`config.mk`:
```
export PLATFORM = sky130hd
export DESIGN_NAME = spi_rx_fifo_flat
export DESIGN_NICKNAME = d
export VERILOG_FILES = /design/src/rtl/spi_rx_fifo_pkg.sv /design/src/rtl/spi_rx_fifo_if.sv /design/src/rtl/spi_rx_fifo_mem.sv /design/src/rtl/spi_rx_fifo.sv /design/src/flat_wrapper.sv
export SDC_FILE = /design/constraint.sdc
export NUM_CORES = 1
export LEC_CHECK = 0
export BUFFER_PORTS_ARGS = -buffer_cell sky130_fd_sc_hd__buf_4
export CORE_ASPECT_RATIO = 0.9
export CORE_MARGIN = 2
export CORE_UTILIZATION = 50
export DETAILED_ROUTE_END_ITERATION = 8
export PLACE_DENSITY = 0.77
export SLEW_MARGIN = 40
export SYNTH_ARGS = -nofsm -noshare
export SYNTH_HDL_FRONTEND = slang
export SYNTH_SLANG_ARGS = --single-unit
```
`constraint.sdc`:
```
create_clock -name clock -period 3.1 [get_ports clock]
set_input_delay 0.31 -clock clock [delete_from_list [all_inputs] [get_ports clock]]
set_output_delay 0.31 -clock clock [all_outputs]
set_load 0.01 [all_outputs]
```
`src/rtl/spi_rx_fifo_pkg.sv`:
```
// spi_rx_fifo_pkg: word width and FIFO sizing shared by the SPI slave and its receive buffer
package spi_rx_fifo_pkg;
  localparam int SPI_WORD_WIDTH = 16;
  localparam int SPI_RX_FIFO_DEPTH = 8;
  localparam int SPI_RX_FIFO_THRESHOLD = 4;
endpackage

```
`src/rtl/spi_rx_fifo_if.sv`:
```
// spi_rx_fifo_if: word-strobe input, CPU drain strobe and status outputs of the SPI receive FIFO
interface spi_rx_fifo_if
  import spi_rx_fifo_pkg::*;
#(
  parameter int WIDTH = SPI_WORD_WIDTH,
  parameter int DEPTH = SPI_RX_FIFO_DEPTH
);
  logic                   wordValid;
  logic [WIDTH-1:0]       wordIn;
  logic                   readStrobe;
  logic                   clearFlags;
  logic [WIDTH-1:0]       dataOut;
  logic                   notEmpty;
  logic                   full;
  logic [$clog2(DEPTH):0] count;
  logic                   irq;
  logic                   overflow;
  logic                   underflow;
  modport master (
    output wordValid, wordIn, readStrobe, clearFlags,
    input  dataOut, notEmpty, full, count, irq, overflow, underflow
  );
  modport slave (
    input  wordValid, wordIn, readStrobe, clearFlags,
    output dataOut, notEmpty, full, count, irq, overflow, underflow
  );
endinterface

```
`src/rtl/spi_rx_fifo_mem.sv`:
```
// spi_rx_fifo_mem: DEPTH x WIDTH register array, one write port, one asynchronous read port
module spi_rx_fifo_mem
  import spi_rx_fifo_pkg::*;
#(
  parameter int WIDTH = SPI_WORD_WIDTH,
  parameter int DEPTH = SPI_RX_FIFO_DEPTH
) (
  input  logic                     clock,
  input  logic                     we,
  input  logic [$clog2(DEPTH)-1:0] waddr,
  input  logic [WIDTH-1:0]         wdata,
  input  logic [$clog2(DEPTH)-1:0] raddr,
  output logic [WIDTH-1:0]         rdata
);
  logic [WIDTH-1:0] mem_q [DEPTH];
  // storage is deliberately not reset; emptiness is tracked by the parent's count
  always_ff @(posedge clock) begin
    if (we) mem_q[waddr] <= wdata;
  end
  assign rdata = mem_q[raddr];
endmodule

```
`src/rtl/spi_rx_fifo.sv`:
```
// spi_rx_fifo: queues SPI slave words on strobe rising edges, drained by a CPU read strobe
module spi_rx_fifo
  import spi_rx_fifo_pkg::*;
#(
  parameter int WIDTH     = SPI_WORD_WIDTH,
  parameter int DEPTH     = SPI_RX_FIFO_DEPTH,
  parameter int THRESHOLD = SPI_RX_FIFO_THRESHOLD
) (
  input logic          clock,
  input logic          resetN,
  spi_rx_fifo_if.slave bus
);
  localparam int AW = $clog2(DEPTH);
  localparam int CW = AW + 1;
  logic [AW-1:0]    wr_ptr_q, wr_ptr_d, rd_ptr_q, rd_ptr_d;
  logic [CW-1:0]    count_q, count_d;
  logic             valid_prev_q, valid_prev_d;
  logic             overflow_q, overflow_d, underflow_q, underflow_d;
  logic             push, pop, we, not_empty, is_full;
  logic [WIDTH-1:0] rd_data;
  // next state: a pop on a full FIFO makes room for a simultaneous push; set beats clear on the flags
  always_comb begin
    not_empty    = count_q != '0;
    is_full      = count_q == CW'(DEPTH);
    push         = bus.wordValid & ~valid_prev_q;
    pop          = bus.readStrobe & not_empty;
    we           = push & (~is_full | pop);
    valid_prev_d = bus.wordValid;
    wr_ptr_d     = we ? wr_ptr_q + 1'b1 : wr_ptr_q;
    rd_ptr_d     = pop ? rd_ptr_q + 1'b1 : rd_ptr_q;
    count_d      = count_q + CW'(we) - CW'(pop);
    overflow_d   = (push & ~we) | (overflow_q & ~bus.clearFlags);
    underflow_d  = (bus.readStrobe & ~not_empty) | (underflow_q & ~bus.clearFlags);
  end
  // state registers; reset discards everything queued
  always_ff @(posedge clock or negedge resetN) begin
    if (!resetN) begin
      wr_ptr_q     <= '0;
      rd_ptr_q     <= '0;
      count_q      <= '0;
      valid_prev_q <= 1'b0;
      overflow_q   <= 1'b0;
      underflow_q  <= 1'b0;
    end else begin
      wr_ptr_q     <= wr_ptr_d;
      rd_ptr_q     <= rd_ptr_d;
      count_q      <= count_d;
      valid_prev_q <= valid_prev_d;
      overflow_q   <= overflow_d;
      underflow_q  <= underflow_d;
    end
  end
  spi_rx_fifo_mem #(.WIDTH(WIDTH), .DEPTH(DEPTH)) u_mem (
    .clock (clock),
    .we    (we),
    .waddr (wr_ptr_q),
    .wdata (bus.wordIn),
    .raddr (rd_ptr_q),
    .rdata (rd_data)
  );
  assign bus.dataOut   = not_empty ? rd_data : '0;
  assign bus.notEmpty  = not_empty;
  assign bus.full      = is_full;
  assign bus.count     = count_q;
  assign bus.irq       = count_q >= CW'(THRESHOLD);
  assign bus.overflow  = overflow_q;
  assign bus.underflow = underflow_q;
endmodule

```
`src/flat_wrapper.sv`:
```
// flat-port wrapper written by rule: the top's interface ports become plain ports
module spi_rx_fifo_flat import spi_rx_fifo_pkg::*;
#(
  parameter int WIDTH     = SPI_WORD_WIDTH,
  parameter int DEPTH     = SPI_RX_FIFO_DEPTH,
  parameter int THRESHOLD = SPI_RX_FIFO_THRESHOLD
)
  (clock, resetN, bus_wordValid, bus_wordIn, bus_readStrobe, bus_clearFlags, bus_dataOut, bus_notEmpty, bus_full, bus_count, bus_irq, bus_overflow, bus_underflow);
  spi_rx_fifo_if #(.WIDTH(WIDTH), .DEPTH(DEPTH)) bus_i ();
  input logic clock;
  input logic resetN;
  input wire logic [$bits(bus_i.wordValid)-1:0] bus_wordValid;
  input wire logic [$bits(bus_i.wordIn)-1:0] bus_wordIn;
  input wire logic [$bits(bus_i.readStrobe)-1:0] bus_readStrobe;
  input wire logic [$bits(bus_i.clearFlags)-1:0] bus_clearFlags;
  output wire logic [$bits(bus_i.dataOut)-1:0] bus_dataOut;
  output wire logic [$bits(bus_i.notEmpty)-1:0] bus_notEmpty;
  output wire logic [$bits(bus_i.full)-1:0] bus_full;
  output wire logic [$bits(bus_i.count)-1:0] bus_count;
  output wire logic [$bits(bus_i.irq)-1:0] bus_irq;
  output wire logic [$bits(bus_i.overflow)-1:0] bus_overflow;
  output wire logic [$bits(bus_i.underflow)-1:0] bus_underflow;
  assign bus_i.wordValid = bus_wordValid;
  assign bus_i.wordIn = bus_wordIn;
  assign bus_i.readStrobe = bus_readStrobe;
  assign bus_i.clearFlags = bus_clearFlags;
  assign bus_dataOut = bus_i.dataOut;
  assign bus_notEmpty = bus_i.notEmpty;
  assign bus_full = bus_i.full;
  assign bus_count = bus_i.count;
  assign bus_irq = bus_i.irq;
  assign bus_overflow = bus_i.overflow;
  assign bus_underflow = bus_i.underflow;
  spi_rx_fifo #(.WIDTH(WIDTH), .DEPTH(DEPTH), .THRESHOLD(THRESHOLD)) u_core (.clock(clock), .resetN(resetN), .bus(bus_i));
endmodule
```
==> metrics <==
die width between 100 and 150 um; Initial Util about 52%; Post-Syn Area 0.00560 mm2; Internal between 4 and 5 mW; Initial DRC Count 250; Crit Path Max Fanout 13; total CTS buffers 17; sw frac 29.2%; Die ar. 0.0121 mm2; commonest non-fill, non-tap cells in the layout 128 x edfxtp_1, 55 x buf_4, 22 x mux4_2; vias in the first global route 2782; Std-Cell Rows 36; startpoint types flip-flop; worst endpoint data arrival time around 2200 ps; Setup WS pre-CTS slightly below 700 ps; Tot GR Track Use 19.1%; CP required 2790 ps; Final Wtd Congestion 0.794; clock tree buffer depth 2; most common cell after layout, fill and taps aside edfxtp_1; I/O Buffers 45; Pwr per Cell Area ~930 mW/mm2; Synthesized Nets ~290; Synth async-reset ratio 9.22%; Slew @ Worst Pin approximately 720 ps; DRC Markers 0; Core Area ~0.011 mm2; vias per cell 5.70; Die Y 104 um; fin worst setup slack 550 ps; Syn. warnings 0; leakage 2.42 nW; clock root buffer clkbuf_16; first-pass GRT wire length between 15000 and 20000 um; status completed; Yosys cell types 36; crit share post-route 82.3%; fillers 718; Sw Pwr 1.83 mW; FF+latch area 0.00417 mm2; skew final between 8 and 9 ps; area delta synth->final 19.5%; Clock power frac between 20% and 30%; Multi-input gate area 0.00131 mm2; largest net degree at the start of global routing 21; Hold Path Class in -> reg; Max-slew headroom 52.3%; Hold Slack 45.9 ps; ratio of cells with drive above 1 in the final layout 35.0%; Final Setup Violations 0; worst-path cell chain buf_4, mux4_2, a22o_1, buf_4; CTS tree yes; total length of routed wires roughly 11000 um; max_cap viols 0; Synth Flop Type edfxtp_1; Seq/Total Area, Yosys between 70% and 80%; cells resized by post-CTS repair 0; syn_area_per_cell 21.8 um2; CTS H-tree lvls 4; GRT overflow 0; via count 2772; initial antenna violation count 0; Cells after Synth approximately 260; Clock Sinks 141; CP Capture Type output port; setup repair after global routing missed its margin false; Yosys reg bits 141; Comb pwr share a little under a third; Setup TNS Final 0 ps; final hold violation count 0; Worst VDD drop 0.433 mV; Crit path top cell by count buf_4; antenna cells 0; wire per inst 22.0 um; # Post-CTS Setup Buffers 0; first-pass detailed-route iteration total 4; worst-skew pair later-pin latency 410 ps; fin nets 353; critical path type reg -> out; Final Max Tran Viols 0; Reg clk slew, reported paths 50 ps; min Tclk post-route 2550 ps; Max Fclk 392 MHz; Post-synth EDFFs 128; slowest library cell on the worst path dfrtp_2; CP max stage delay 630 ps; Final ANT Viol Nets 0; IO Count 46; HPWL after DPL between 6000 and 7000 um; Reg power frac about two fifths
==> routing by layer <==
| metal | share of wire [%] | track usage [%] |
|---|---|---|
| met2 | 51 | 30.0 |
| met1 | 42 | 26.2 |
| met5 | 0 | 0 |
| met4 | 1.0 | 7.57 |
| met3 | 5.6 | 4.14 |
==> state kept, by name, summed over array words and instances, names as in the netlist <==
signal and count:
u_core.u_mem.mem_q 128, u_core.bus.count 4, u_core.rd_ptr_q 3, u_core.wr_ptr_q 3
u_core.bus.overflow 1, u_core.bus.underflow 1, u_core.valid_prev_q 1
==> timing repair <==
action	CTS	global route
setup endpoints to repair	0	0
hold endpoints to repair	13	0
hold buffers	1	0
==> cell usage after synthesis, drive strengths merged (2+ instances only) <==
library cell  number  area [um2]
a22o              18         158
buf               10         110
dfrtp             13         325
edfxtp           128        3840
ha                 8         100
inv               11        41.3
mux2               2        26.3
mux4              32         758
nand2              2        7.51
nand3              2        10.0
nor2               5        18.8
nor3               4        20.0
xnor2              2        17.5
xor2               4        35.0
==> through the flow <==
step	cells	area (um2)	power [mW]	utilization (%)
after CTS	486	6700	6.31	61.7
final	486	6700	6.26	61.7
after global routing	486	6700	6.51	61.7
after floorplan	257	5600	3.80	-
after detailed placement	455	6160	4.47	56.7
after global placement	455	6160	4.43	56.7
==> worst max-delay path, delay by kind of cell (launching register included) <==
kind | cells | cell delay [ps]
muxes | 1 | 520
AOI/OAI and AO/OA | 1 | 240
buffers and inverters | 2 | 430
DFF | 1 | 630
==> power by group through the flow <==
stage | clock, mW | sequential, mW | combinational [mW]
after floorplan | 0 | 2.43 | 1.36
after global placement | 0 | 2.53 | 1.90
after detailed placement | 0 | 2.54 | 1.93
after CTS | 1.84 | 2.51 | 1.96
after global routing | 1.92 | 2.53 | 2.06
final | 1.82 | 2.51 | 1.93
==> final timing paths <==
check                                         start                   to  slack, ps  depth (start not counted)
worst max-delay path             u_core.rd_ptr_q[0]      bus_dataOut[14]        550                          4
worst min-delay path                  bus_wordValid  u_core.valid_prev_q         50                          1
worst min register to register   u_core.rd_ptr_q[2]   u_core.rd_ptr_q[2]        500                          1
max in group asynchronous                    resetN   u_core.rd_ptr_q[0]       2620                          2
min in group asynchronous                    resetN  u_core.bus.count[3]        300                          2
worst max register to register  u_core.bus.count[2]  u_core.bus.count[2]        670                         11
==> layout make-up <==
class,count,area share (%)
clock buffer,19,6.46
clock inverter,11,1.42
inverter,11,0.616
multi-input combinational,94,19.5
sequential,141,62.3
tap,152,2.84
timing repair buffer,58,6.91
==> cells by family after synthesis <==
logic type	synth area share (%)
xor gates and xnor gates	0.938
and+or+nand+nor	2.30
muxes	14.0
DFF	74.4
AOI/OAI and AO/OA	3.44
adders and majority gates	2.14
buffers and inverters	2.77
(Power assumes the default switching activity.)
